**src/rtl/deframer_i.sv**
```systemverilog
// rtl/deframer_i.sv - ADAT optical receiver: bit recovery, frame sync and 8x24-bit deserialiser
//
// Purpose: recovers bit timing from an asynchronous NRZI ADAT lightpipe stream,
// finds the frame sync and delivers the eight 24-bit channels plus four user bits
// of each good 256-bit frame into the mclk domain.
//
// Ports:
//   mclk          master clock, all logic on its rising edge
//   rst           synchronous reset, active high
//   adat          raw NRZI ADAT input, asynchronous to mclk
//   chan1..chan8  received samples of the last good frame, held between frames
//   user          user bits of the last good frame
//   frame_stb     one-cycle pulse when chan1..chan8/user have just been updated
//   locked        LOCK_FRAMES consecutive good frames seen, no error/timeout since
//   err           one-cycle pulse on a bad nibble separator
module deframer_i #(
    parameter int BIT_CYCLES  = 8,
    parameter int LOCK_FRAMES = 2,
    parameter int HUNT_LIMIT  = 512
) (
    input  logic        mclk,
    input  logic        rst,
    input  logic        adat,
    output logic [23:0] chan1,
    output logic [23:0] chan2,
    output logic [23:0] chan3,
    output logic [23:0] chan4,
    output logic [23:0] chan5,
    output logic [23:0] chan6,
    output logic [23:0] chan7,
    output logic [23:0] chan8,
    output logic [3:0]  user,
    output logic        frame_stb,
    output logic        locked,
    output logic        err
);

    localparam int PW = $clog2(2 * BIT_CYCLES);
    localparam int GW = $clog2(LOCK_FRAMES + 1);
    localparam int HW = $clog2(HUNT_LIMIT + 1);

    // First sample half a bit after an edge, then one every BIT_CYCLES.
    // After a repeat sample the counter folds back so it never overflows,
    // no matter how long the input stays quiet.
    localparam logic [PW-1:0] SAMPLE_AT  = PW'(BIT_CYCLES / 2 - 1);
    localparam logic [PW-1:0] SAMPLE_RPT = PW'(BIT_CYCLES / 2 - 1 + BIT_CYCLES);
    localparam logic [PW-1:0] FOLD_TO    = PW'(BIT_CYCLES / 2);
    localparam logic [GW-1:0] GOOD_MAX   = GW'(LOCK_FRAMES);
    localparam logic [HW-1:0] HUNT_LAST  = HW'(HUNT_LIMIT - 1);

    typedef enum logic {HUNT, DATA} state_t;

    logic          sync0, sync1, sync2;
    logic          edge_det;
    logic [PW-1:0] phase;
    logic          edge_seen;
    logic          bit_stb;
    logic          bit_val;

    state_t        state;
    logic [3:0]    zero_run;
    logic [HW-1:0] hunt_bits;
    logic [7:0]    idx;
    logic [2:0]    nib_pos;
    logic [194:0]  shreg;
    logic [GW-1:0] good;
    logic [195:0]  frame_bits;

    always_ff @(posedge mclk) begin
        if (rst) begin
            sync0 <= 1'b0;
            sync1 <= 1'b0;
            sync2 <= 1'b0;
        end else begin
            sync0 <= adat;
            sync1 <= sync0;
            sync2 <= sync1;
        end
    end

    assign edge_det = sync1 ^ sync2;
    assign bit_stb  = (phase == SAMPLE_AT) || (phase == SAMPLE_RPT);
    // NRZI: a transition anywhere in the bit cell makes it a 1.
    assign bit_val  = edge_seen;

    always_ff @(posedge mclk) begin
        if (rst) begin
            phase     <= '0;
            edge_seen <= 1'b0;
        end else begin
            if (edge_det) begin
                phase <= '0;
            end else if (phase == SAMPLE_RPT) begin
                phase <= FOLD_TO;
            end else begin
                phase <= phase + 1'b1;
            end
            // An edge landing on a sample point belongs to the next bit cell.
            if (edge_det) begin
                edge_seen <= 1'b1;
            end else if (bit_stb) begin
                edge_seen <= 1'b0;
            end
        end
    end

    // Completed payload: user bits followed by chan1..chan8, MSB first.
    assign frame_bits = {shreg, bit_val};

    always_ff @(posedge mclk) begin
        if (rst) begin
            state     <= HUNT;
            zero_run  <= '0;
            hunt_bits <= '0;
            idx       <= '0;
            nib_pos   <= '0;
            shreg     <= '0;
            good      <= '0;
            chan1     <= '0;
            chan2     <= '0;
            chan3     <= '0;
            chan4     <= '0;
            chan5     <= '0;
            chan6     <= '0;
            chan7     <= '0;
            chan8     <= '0;
            user      <= '0;
            frame_stb <= 1'b0;
            locked    <= 1'b0;
            err       <= 1'b0;
        end else begin
            frame_stb <= 1'b0;
            err       <= 1'b0;
            if (bit_stb) begin
                unique case (state)
                    HUNT: begin
                        if (hunt_bits == HUNT_LAST) begin
                            locked <= 1'b0;
                            good   <= '0;
                        end else begin
                            hunt_bits <= hunt_bits + 1'b1;
                        end
                        if (bit_val) begin
                            zero_run <= '0;
                            if (zero_run >= 4'd10) begin
                                state     <= DATA;
                                idx       <= '0;
                                nib_pos   <= '0;
                                hunt_bits <= '0;
                            end
                        end else if (zero_run != 4'd15) begin
                            zero_run <= zero_run + 1'b1;
                        end
                    end
                    DATA: begin
                        if (nib_pos == 3'd0 && !bit_val) begin
                            err      <= 1'b1;
                            good     <= '0;
                            locked   <= 1'b0;
                            state    <= HUNT;
                            zero_run <= '0;
                        end else begin
                            if (nib_pos != 3'd0) begin
                                shreg <= {shreg[193:0], bit_val};
                            end
                            if (idx == 8'd244) begin
                                user      <= frame_bits[195:192];
                                chan1     <= frame_bits[191:168];
                                chan2     <= frame_bits[167:144];
                                chan3     <= frame_bits[143:120];
                                chan4     <= frame_bits[119:96];
                                chan5     <= frame_bits[95:72];
                                chan6     <= frame_bits[71:48];
                                chan7     <= frame_bits[47:24];
                                chan8     <= frame_bits[23:0];
                                frame_stb <= 1'b1;
                                state     <= HUNT;
                                zero_run  <= '0;
                                if (good < GOOD_MAX) begin
                                    good <= good + 1'b1;
                                end
                                if (good >= GOOD_MAX - 1'b1) begin
                                    locked <= 1'b1;
                                end
                            end
                            idx     <= idx + 8'd1;
                            nib_pos <= (nib_pos == 3'd4) ? 3'd0 : nib_pos + 3'd1;
                        end
                    end
                endcase
            end
        end
    end

endmodule

```
**config.mk**
```make
export PLATFORM = sky130hd
export DESIGN_NAME = deframer_i
export DESIGN_NICKNAME = d
export VERILOG_FILES = /design/src/rtl/deframer_i.sv
export SDC_FILE = /design/constraint.sdc
export NUM_CORES = 1
export LEC_CHECK = 0
export BUFFER_PORTS_ARGS = -buffer_cell sky130_fd_sc_hd__buf_2
export CORE_ASPECT_RATIO = 1.2
export CORE_MARGIN = 1.5
export CORE_UTILIZATION = 35
export CTS_CLUSTER_DIAMETER = 50
export DETAILED_ROUTE_END_ITERATION = 6
export PLACE_DENSITY = 0.63
export SLEW_MARGIN = 20
export SYNTH_ARGS = -nofsm -noshare
export SYNTH_HDL_FRONTEND = slang
export SYNTH_SLANG_ARGS = --single-unit
export TNS_END_PERCENT = 1
```
**constraint.sdc**
```tcl
create_clock -name mclk -period 4.9 [get_ports mclk]
set_input_delay 0.98 -clock mclk [delete_from_list [all_inputs] [get_ports mclk]]
set_output_delay 0.98 -clock mclk [all_outputs]
set_load 0.03 [all_outputs]
```
==> qor.txt <==
Detail Route Antenna Nets = 0
setup violators final = 0
Core ar. = 0.0449 mm²
initial antenna violation count = 0
post-route cell area = 0.0187 mm²
Avg Cell Area, Syn = 8.08 µm²
R2R Path Start = nib_pos[0]
total grt overflow = 0
CP startpoint kind = flop
vias in the first global route = 13,100
WS Path Type = reg -> reg
Hold Buf Count CTS = 0
dpl hpwl = 22,900 µm
Tightest Pin Transition = 1.00 ns
CTS root buf = clkbuf_16
dpl cells = 2,614
Final Hold Viols = 0
Mapped Area = 0.0159 mm²
NumNets Final = 2,066
RD Place Congestion = 0.757
Worst VDD drop = 0.290 mV
CTS tree = yes
most used flip-flop cell after synthesis = dfxtp_1
wire length of the first global-routing pass = 66,200 µm
Async SR Flop Fraction = 0
FP Rows = 85
fin crit period = 3.33 ns
post-synth cell types = 52
clk sinks = 430
Die ar. = 0.0468 mm²
Synth warnings = 0
setup TNS = 0 ns
Critical Path End Type = flop
cell accounting for the most synthesized area = dfxtp_1
Resized Gates After CTS = 0
Power Dens Cells = 374 mW/mm²
clock latency at the later pin of the worst-skew pair = 0.57 ns
WP data arrival = 3.82 ns
fin. max-slew vios = 0
1st-iter DRT viols = 898
Cell Area, Placed = 0.0172 mm²
DR pass1 iterations = 5
Final Core Density = 0.416
endpoint required time on the critical path = 5.39 ns
# IOs = 202
hold_ws = 0.446 ns
Setup crit start = nib_pos[0]
Max Fclk = 300 MHz
Starting Density = 0.355
Reg2Reg Depth = 8
sequential-to-total area share from yosys stat = 0.540
share of cells above drive strength 1 = 0.141
#FFs+latches synth = 430
Worst Path Max Fanout = 102
Synth top area share = 0.540
number of synthesized flops with an enable pin = 0
Leakage = 6.46 nW
max-cap check violation count = 0
WL final = 40,400 µm
n_diodes = 0
RSZ-0062 raised after global routing = no
die span in x = 198 µm
Global Route Usage Sum = 0.169
synthesis-to-finish area growth = 17.2%
worst slack, placed = 1.61 ns
fill cell total of the finished layout = 4,578
final worst slack = 1.57 ns
Worst setup endpoint = chan4[6]
syn_nets = 1,984
PortBufs = 201
flop-to-flop setup slack = 1.57 ns
top post-synthesis cells by area = dfxtp_1 (54%), a21oi_1 (13%), nand2_1 (9.4%), nand3_1 (6.6%), o21ai_0 (6.4%)
reg2reg end = chan4[6]
worst hold path class = reg -> reg
status = complete, no violations
clk slew on worst S/H paths = 0.06 ns
H-tree Lvls = 2
Syn Inst Count = 1,972
buffer count from post-CTS setup fixing = 0
Worst slew margin = 0.329
WL per Instance = 15.0 µm
Pwr Total = 6.98 mW
number of remaining DRC errors = 0
Clock Skew = 0.0254 ns
Num CTS Buffers = 46
clk buf depth = 3
Final Non-Filler Cells = 2,695
via count = 14,000
period utilization = 0.680
number of vias per cell = 5.21
largest net degree at the start of global routing = 200
Die Height = 237 µm
[cell usage after synthesis (all sizes together) (9+ instances only)]
| master | count |
|---|---|
| nand2 | 400 |
| a21oi | 411 |
| o21ai | 206 |
| nand3 | 210 |
| inv | 17 |
| ha | 9 |
| nor3 | 11 |
| buf | 47 |
| nor2 | 15 |
| dfxtp | 430 |
| clkbuf | 135 |
[cells in the final DEF, fill, tap and decap left out, drive strengths merged, types with 4 or more instances in the layout]
master / count
dfxtp: 430
a21oi: 411
nand2: 400
buf: 216
nand3: 210
o21ai: 206
clkbuf: 67
inv: 21
nor2: 15
nor3: 11
ha: 9
nand4: 8
o31ai: 8
or4: 6
clkinv: 6
or3: 5
nand4b: 4
nand2b: 4
nor2b: 4
a211oi: 4
[area by class of cell]
class / count / area (µm²) / area share
timing repair buffer: 216 / 1220 / 0.0655
sequential: 430 / 8610 / 0.461
clock buffer: 67 / 1320 / 0.0707
inverter: 17 / 63.8 / 0.00342
tap: 609 / 762 / 0.0408
multi-input combinational: 1343 / 6550 / 0.351
clock inverter: 13 / 148 / 0.00791
[worst max-delay path, stage by stage (launching register included)]
cell,delay (ns)
dfxtp_1,0.33
inv_1,0.07
ha_1,0.22
or3b_1,0.49
nand3_4,0.12
buf_4,0.66
buf_4,0.80
o21ai_0,0.24
a21oi_1,0.20
[report_power, final]
part	internal (mW)	switching [mW]	total [mW]
registers	3.50	0.00448	3.50
clock network	1.98	1.41	3.40
logic	0.0129	0.0701	0.0831
total	5.50	1.49	6.98
[sequential cells by signal, indices dropped and copies added, names as in the netlist, 2 cells and up]
name       count
chan1         24
chan2         24
chan3         24
chan4         24
chan5         24
chan6         24
chan7         24
chan8         24
good           2
hunt_bits     10
idx            8
nib_pos        3
phase          4
shreg        195
user           4
zero_run       4
[worst min-delay path by stage]
stage / startpoint / endpoint / depth (start not counted)
global placement: phase[0] / phase[0] / 1
floorplan: sync0 / sync1 / 1
detailed placement: phase[0] / phase[0] / 1
CTS: phase[0] / phase[0] / 1
global route: sync0 / sync1 / 1
finish: phase[0] / phase[0] / 1
[logic make-up (layout without fill, tap and decap cells)]
logic type	Yosys count	in the layout	share of synthesized area
compound gates	649	649	0.211
buf+inv	199	313	0.0509
flops	430	430	0.540
mux	4	4	0.00259
xor+xnor	3	3	0.00165
simple gates	678	678	0.186
fa+ha+maj	9	9	0.00707
[metal layers]
layer  global-route usage  vias to the layer above  routed length, µm
met5                    0                        -                  0
met4               0.0634                        0               1030
met3               0.0279                       60               1990
met2                0.290                      329              19500
met1                0.212                     6688              17900
li1                     -                     6955                  -
Note: power is estimated with default switching activity, not from simulation.
